### src/rtl/cpu_sequencer.sv
// cpu_sequencer: fetch/decode/writeback sequencer for a simple in-order core.
// One instruction memory request in flight at a time; each instruction walks
// FETCH -> WAIT -> DECODE -> WRITEBACK and an illegal opcode parks the core
// in HALT until reset.
module cpu_sequencer #(
  parameter logic [31:0] RESET_PC = 32'h0000_0000
) (
  input  logic        clk,
  input  logic        rst,
  input  logic        run,
  output logic        imem_req_valid,
  input  logic        imem_req_ready,
  output logic [31:0] imem_addr,
  input  logic        imem_rsp_valid,
  input  logic [31:0] imem_rsp_data,
  output logic [31:0] instr,
  output logic        decode_ce,
  input  logic        dec_regfile_we,
  input  logic        dec_illegal,
  output logic        regfile_we,
  output logic [31:0] pc,
  output logic [31:0] instret,
  output logic        halted
);

  typedef enum logic [2:0] {
    ST_FETCH     = 3'd0,
    ST_WAIT      = 3'd1,
    ST_DECODE    = 3'd2,
    ST_WRITEBACK = 3'd3,
    ST_HALT      = 3'd4
  } state_t;

  state_t      state_r, state_s;
  logic [31:0] pc_r, pc_s;
  logic [31:0] instr_r, instr_s;
  logic [31:0] instret_r, instret_s;
  // Set once a request has been presented but not yet accepted, so that a
  // falling run cannot withdraw it.
  logic        pending_r, pending_s;
  logic        req_valid_s;
  logic        decode_ce_s;
  logic        regfile_we_s;

  // State and architectural registers, asynchronously reset.
  always_ff @(posedge clk or posedge rst) begin
    if (rst) begin
      state_r   <= ST_FETCH;
      pc_r      <= RESET_PC;
      instr_r   <= 32'h0000_0000;
      instret_r <= 32'h0000_0000;
      pending_r <= 1'b0;
    end else begin
      state_r   <= state_s;
      pc_r      <= pc_s;
      instr_r   <= instr_s;
      instret_r <= instret_s;
      pending_r <= pending_s;
    end
  end

  // Next-state, register updates and strobes for the sequencer FSM.
  always_comb begin
    state_s      = state_r;
    pc_s         = pc_r;
    instr_s      = instr_r;
    instret_s    = instret_r;
    pending_s    = pending_r;
    req_valid_s  = 1'b0;
    decode_ce_s  = 1'b0;
    regfile_we_s = 1'b0;
    case (state_r)
      ST_FETCH: begin
        req_valid_s = run | pending_r;
        if (req_valid_s && imem_req_ready) begin
          pending_s = 1'b0;
          state_s   = ST_WAIT;
        end else if (req_valid_s) begin
          pending_s = 1'b1;
        end else begin
          pending_s = 1'b0;
        end
      end
      ST_WAIT: begin
        if (imem_rsp_valid) begin
          instr_s = imem_rsp_data;
          state_s = ST_DECODE;
        end else begin
          state_s = ST_WAIT;
        end
      end
      ST_DECODE: begin
        decode_ce_s = 1'b1;
        state_s     = ST_WRITEBACK;
      end
      ST_WRITEBACK: begin
        if (dec_illegal) begin
          state_s = ST_HALT;
        end else begin
          regfile_we_s = dec_regfile_we;
          pc_s         = pc_r + 32'd4;
          instret_s    = instret_r + 32'd1;
          state_s      = ST_FETCH;
        end
      end
      ST_HALT: begin
        state_s = ST_HALT;
      end
      default: begin
        // Unreachable encodings park the core safely.
        state_s   = ST_HALT;
        pending_s = 1'b0;
      end
    endcase
  end

  // Request valid is also masked by rst so it drops the instant reset rises.
  assign imem_req_valid = req_valid_s & ~rst;
  assign imem_addr      = pc_r;
  assign instr          = instr_r;
  assign decode_ce      = decode_ce_s;
  assign regfile_we     = regfile_we_s;
  assign pc             = pc_r;
  assign instret        = instret_r;
  assign halted         = (state_r == ST_HALT);

endmodule
### config.mk
export PLATFORM = sky130hd
export DESIGN_NAME = cpu_sequencer
export DESIGN_NICKNAME = d
export VERILOG_FILES = /design/src/rtl/cpu_sequencer.sv
export SDC_FILE = /design/constraint.sdc
export NUM_CORES = 1
export LEC_CHECK = 0
export ABC_AREA = 1
export CAP_MARGIN = 10
export CORE_MARGIN = 1.5
export CORE_UTILIZATION = 46
export CTS_CLUSTER_SIZE = 12
export DETAILED_ROUTE_END_ITERATION = 7
export PLACE_DENSITY_LB_ADDON = 0.08
export SYNTH_ARGS = -nofsm -noshare
export SYNTH_HDL_FRONTEND = slang
export SYNTH_SLANG_ARGS = --single-unit
### constraint.sdc
create_clock -name clk -period 3.8 [get_ports clk]
set_input_delay 0.76 -clock clk [delete_from_list [all_inputs] [get_ports clk]]
set_output_delay 0.76 -clock clk [all_outputs]
set_load 0.03 [all_outputs]
==> results of run 1 <==
==> critical path: stages <==
cell	delay [ns]
clkdlybuf4s50_1	0.48
o211ai_1	0.11
nor2_1	0.14
clkdlybuf4s50_1	0.69
==> cells in the final DEF, fill, tap and decap left out, drive strengths merged, types with 4 or more instances in the layout <==
cell	instances
clkdlybuf4s50	166
nand2	140
dfrtp	98
inv	69
nor2	66
nand3	38
mux2	32
nand4	18
xnor2	18
xor2	17
nor3	13
clkbuf	13
o21ai	9
conb	4
==> logic make-up (layout without fill, tap and decap cells) <==
group / Yosys count / in the layout / share of synthesized area
adders and majority gates: 2 / 2 / 0.005028
and+or+nand+nor: 278 / 278 / 0.2424
xor gates and xnor gates: 35 / 35 / 0.06160
other: 1 / 4 / 0.0007536
AOI/OAI and AO/OA: 13 / 13 / 0.01509
muxes: 32 / 32 / 0.07242
DFF: 98 / 98 / 0.4928
buffers and inverters: 109 / 252 / 0.1099
==> sequential cells by signal, summed over array words and instances, names as in the netlist <==
signal and cells:
imem_addr 30, instr 32, pending_r 1, state_r 3, instret 32
==> through the flow <==
step	area, µm²	total power (W)
finish	6780	0.001863
global route	6780	0.001931
CTS	6780	0.001884
detailed placement	6561	0.001134
global placement	6561	0.001132
floorplan	4987	0.001088
==> worst paths after layout <==
kind / from / slack, ns / end / cells after the start
min reg2reg: instr[2] / 0.51 / instr[2] / 1
min in group asynchronous: rst / 0.87 / pending_r / 2
max: run / 0.87 / imem_req_valid / 4
min: instr[2] / 0.51 / instr[2] / 1
max in group asynchronous: rst / 2.22 / imem_addr[26] / 3
max reg2reg: state_r[2] / 1.78 / instr[30] / 3
==> area by class of cell <==
type | count | area share
clock buffers | 13 | 0.02344
clock inverters | 2 | 0.008858
inverters | 69 | 0.03857
multi-input cells | 364 | 0.2932
flip-flops and latches | 98 | 0.3617
well taps | 136 | 0.02510
repair buffers | 168 | 0.2491
==> metal layers <==
layer | wire length (µm) | global-route usage | vias to the layer above
li1 | - | - | 2036
met1 | 4863 | 0.2623 | 2029
met2 | 5865 | 0.3645 | 127
met4 | 278 | 0.09619 | 0
met5 | 0 | 0 | -
met3 | 637 | 0.04316 | 20
==> power groups by stage <==
stage	Sequential (W)	Combinational (W)	Clock, W
2_1_floorplan	0.00106	0.0000252	0
3_3_place_gp	0.00106	0.0000698	0
3_5_place_dp	0.00106	0.0000715	0
4_1_cts	0.00104	0.0000715	0.000771
5_1_grt	0.00104	0.0000768	0.000812
6_report	0.00104	0.0000690	0.000753
==> results.py, run 1 <==
metrics = {
    "synthesis": {
        "synthFlopType": "dfrtp_1",
        "synthTopCellsByCount": "139 x nand2_1, 98 x dfrtp_1, 68 x inv_1",
        "ys_ff_latch": 98,
        "synth_top_area_share": 0.4928,
        "synthArstFlopShare": 1.000,
        "ys_warn_count": 0,
        "synth_area_um2": 4976,
        "yosysTopAreaCell": "dfrtp_1",
        "synth_area_per_cell_um2": 8.761,
        "synth_edf_count": 0,
        "yosys-top-cells-area": "dfrtp_1 49%, nand2_1 10%, mux2_2 7.2%",
        "yosysMostFrequentCell": "nand2_1",
        "seq_area_frac_synth": 0.4928,
        "syn_inst": 568,
        "yosysUniqueCellTypes": 25,
    },
    "pwr": {
        "vdd_drop_max_v": 0.0001570,
        "pwr-share-comb": 0.037,
        "pwr-share-seq": 0.559,
        "clkPwrFrac": 0.404,
        "power.internal_w": 0.001483,
        "sw_frac_of_total": 0.2041,
        "power_density_nw_per_um2": 274.8,
        "leakagePower_nw": 3.139,
        "power.net_switching_w": 0.0003802,
    },
    "timing": {
        "hold_viol": 0,
        "hold_ws_ns": 0.5092,
        "slew_violations": 0,
        "final-setup-viol-count": 0,
        "rsz0062_at_grt": "no",
        "fin_crit_ns": 2.931,
        "skew_ns": 0.009217,
        "fin_setup_tns_ns": 0,
        "setup_ws_ns": 0.8694,
        "fin_crit_sh": 0.7712,
        "fmax_mhz": 341.2,
        "max-slew-margin-rel": 0.4191,
        "worstMarginPinSlew_ns": 0.8704,
    },
    "detailed_routing": {
        "avgRoutedWirePerCell_um": 13.70,
        "viasPerCell": 4.955,
        "ant_nets": 0,
        "drt_iter0_drc": 148,
        "drt_pre_antenna_iters": 6,
        "drc_errors": 0,
        "vias": 4212,
        "routed_wl_um": 11640,
    },
    "final_layout": {
        "diodes": 0,
        "final_nets": 751,
        "stdcell_count": 850,
        "fin_util": 0.6509,
        "register_area_um2": 2452,
        "multi_input_area_um2": 1988,
        "area_growth_pct": 36.26,
        "fillers": 892,
        "drive_above_1_share": 0.07703,
    },
    "clock_tree": {
        "clock_latency_ns": 0.36,
        "holdBufCountCts": 0,
        "clockRootBuffer": "clkbuf_8",
        "postCtsSetupBuffers": 0,
        "max-clock-path-buffers": 2,
        "clk_pin_slew_ns": 0.09,
        "cts_buffers": 9,
        "cts.sinks": 98,
        "htree_levels": 3,
        "cts_tree": "yes",
        "post_cts_resized": 0,
    },
    "job": {
        "drv_cap": 0,
    },
    "floorplanning": {
        "start_util": 0.4777,
        "core-area_um2": 10420,
        "die_h_um": 107.0,
        "placementRows": 37,
        "boundaryPins": 171,
        "die_area_um2": 11450,
        "fp.dieW_um": 107.0,
    },
    "setup_path": {
        "worstSetupEndpointType": "output pin",
        "crit_path_start_kind": "primary input",
        "crit_arrival_ns": 2.17,
        "crit_path_max_fanout": 2,
        "required_ns": 3.04,
        "path_class": "primary input to output pin",
    },
    "placement": {
        "dpl.hpwl_um": 8893,
        "numPortBuffers": 166,
        "gp_congestion": 0.9003,
        "placed_cells": 835,
        "dp_slack_ns": 0.8679,
    },
    "run_status": {
        "outcome": "complete, no violations",
    },
    "grt": {
        "antenna_found_initial": 0,
        "grt_first_pass_wirelength_um": 19300,
        "grt_start_max_net_pins": 54,
        "grt_pass1_vias": 4138,
        "overflow": 0,
        "grt_usage": 0.2141,
    },
    "worst_hold_path": {
        "hold_class": "flop to flop",
    },
}
Note: power is estimated with default switching activity, not from simulation.
==> run 2: changes to the inputs <==
==> constraint.sdc (replaced) <==
create_clock -name clk -period 2.92 [get_ports clk]
set_input_delay 0.584 -clock clk [delete_from_list [all_inputs] [get_ports clk]]
set_output_delay 0.584 -clock clk [all_outputs]
set_load 0.03 [all_outputs]
==> results.py, run 2 (synthesis gave the netlist of run 1 again) <==
metrics = {
    "run_status": {
        "outcome": "complete, no violations",
    },
    "setup_path": {
        "max_stage_delay_ns": 0.75,
        "required_ns": 2.34,
        "path_class": "flop to output pin",
        "crit_path_max_fanout": 5,
        "crit_path_start_kind": "flop",
        "critPathSlowestCell": "clkdlybuf4s50_1",
        "crit_arrival_ns": 2.00,
        "worstSetupEndpointType": "output pin",
        "critical_path.cell_chain": "inv_1 -> nor3_1 -> clkdlybuf4s50_1",
    },
    "final_layout": {
        "diodes": 0,
        "multi_input_area_um2": 1988,
        "area_growth_pct": 35.93,
        "fillers": 898,
        "final_common_cell": "clkdlybuf4s50_1",
        "final_cell_mix": "166 x clkdlybuf4s50_1, 139 x nand2_1, 98 x dfrtp_1, 67 x inv_1, 63 x nor2_1",
        "drive_above_1_share": 0.08101,
        "register_area_um2": 2452,
        "final_nets": 752,
    },
    "grt": {
        "grt_pass1_vias": 4086,
        "use_met1": 0.2742,
        "grt_first_pass_wirelength_um": 19130,
        "antenna_found_initial": 0,
        "grt_start_max_net_pins": 90,
        "overflow": 0,
        "use_met2": 0.3484,
        "grt_busiest_layer": "met2",
        "grt_util_met3": 0.03891,
        "grt_usage": 0.2115,
    },
    "placement": {
        "gp_congestion": 0.8798,
        "dp_slack_ns": 0.3831,
        "numPortBuffers": 166,
        "dpl.hpwl_um": 8697,
    },
    "clock_tree": {
        "clk_pin_slew_ns": 0.09,
        "htree_levels": 3,
        "cts.sinks": 98,
        "cts_tree": "yes",
        "post_cts_resized": 0,
        "cts_buffers": 9,
        "max-clock-path-buffers": 2,
        "clock_latency_ns": 0.37,
        "holdBufCountCts": 0,
        "clockRootBuffer": "clkbuf_8",
        "postCtsSetupBuffers": 0,
    },
    "timing": {
        "fin_setup_tns_ns": 0,
        "final-setup-viol-count": 0,
        "rsz0062_at_grt": "no",
        "hold_viol": 0,
        "worstMarginPinSlew_ns": 0.5244,
        "slew_violations": 0,
        "fin_crit_ns": 2.582,
        "setup_ws_ns": 0.3383,
        "fin_crit_sh": 0.8841,
        "fmax_mhz": 387.3,
        "skew_ns": 0.01506,
        "max-slew-margin-rel": 0.6491,
    },
    "floorplanning": {
        "start_util": 0.4777,
        "die_h_um": 107.0,
        "core-area_um2": 10420,
        "fp.dieW_um": 107.0,
        "boundaryPins": 171,
        "die_area_um2": 11450,
        "placementRows": 37,
    },
    "detailed_routing": {
        "avgRoutedWirePerCell_um": 13.50,
        "ant_nets": 0,
        "viasPerCell": 4.892,
        "routed_wl_um": 11500,
        "drc_errors": 0,
        "vias": 4168,
        "drt_iter0_drc": 142,
        "drt_pre_antenna_iters": 4,
    },
    "pwr": {
        "power_density_nw_per_um2": 335.2,
        "pwr-share-comb": 0.040,
        "vdd_drop_max_v": 0.0001918,
        "pwr-share-seq": 0.598,
        "power.total_w": 0.002267,
        "leakagePower_nw": 3.128,
        "clkPwrFrac": 0.363,
        "power.net_switching_w": 0.0005081,
        "power.internal_w": 0.001759,
        "sw_frac_of_total": 0.2241,
    },
    "job": {
        "drv_cap": 0,
    },
    "worst_hold_path": {
        "hold_class": "flop to flop",
    },
}
run 2: per-layer routing:
metal,share of wire,up-vias
li1,-,2044
met1,0.44,1963
met2,0.48,144
met3,0.064,17
met4,0.020,0
met5,0,-
run 2: cell type report:
type | instances | share of cell area
clock buffers | 12 | 0.02294
flip-flops and latches | 98 | 0.3626
repair buffers | 169 | 0.2527
multi-input cells | 364 | 0.2939
inverters | 69 | 0.03885
well taps | 136 | 0.02516
clock inverters | 4 | 0.003885
run 2: critical path, delay by kind of cell (launching register included):
kind | cells | cell delay (ns)
buffers and inverters | 2 | 0.85
DFF | 1 | 0.46
and+or+nand+nor | 1 | 0.33
run 2: power by group through the flow:
stage	registers [W]	clock network (W)	logic, W
after floorplan	0.00138	0	0.0000331
final	0.00136	0.000822	0.0000896
after CTS	0.00136	0.000852	0.0000928
after global placement	0.00138	0	0.0000911
after global routing	0.00136	0.000903	0.0000998
after detailed placement	0.00138	0	0.0000925
run 2: per-stage QoR:
stage / std cells / util / hold WS [ns] / instance area (µm²)
6_report: 852 / 0.6494 / 0.5092 / 6764
3_5_place_dp: 836 / 0.6320 / 0.4884 / 6583
2_1_floorplan: 571 / - / 0.4902 / 4991
5_1_grt: 852 / 0.6494 / 0.5301 / 6764
4_1_cts: 852 / 0.6494 / 0.5133 / 6764
3_3_place_gp: 836 / 0.6320 / 0.4834 / 6583
run 2: worst paths after layout:
path / startpoint / endpoint / slack, ns / cells past startpoint
setup / recovery: state_r[1] / decode_ce / 0.34 / 3
hold / removal: instr[12] / instr[12] / 0.51 / 1
setup reg to reg: state_r[0] / instret[24] / 1.07 / 9
hold reg to reg: instr[12] / instr[12] / 0.51 / 1
max in group asynchronous: rst / instret[7] / 1.67 / 3
min in group asynchronous: rst / instr[21] / 0.53 / 2
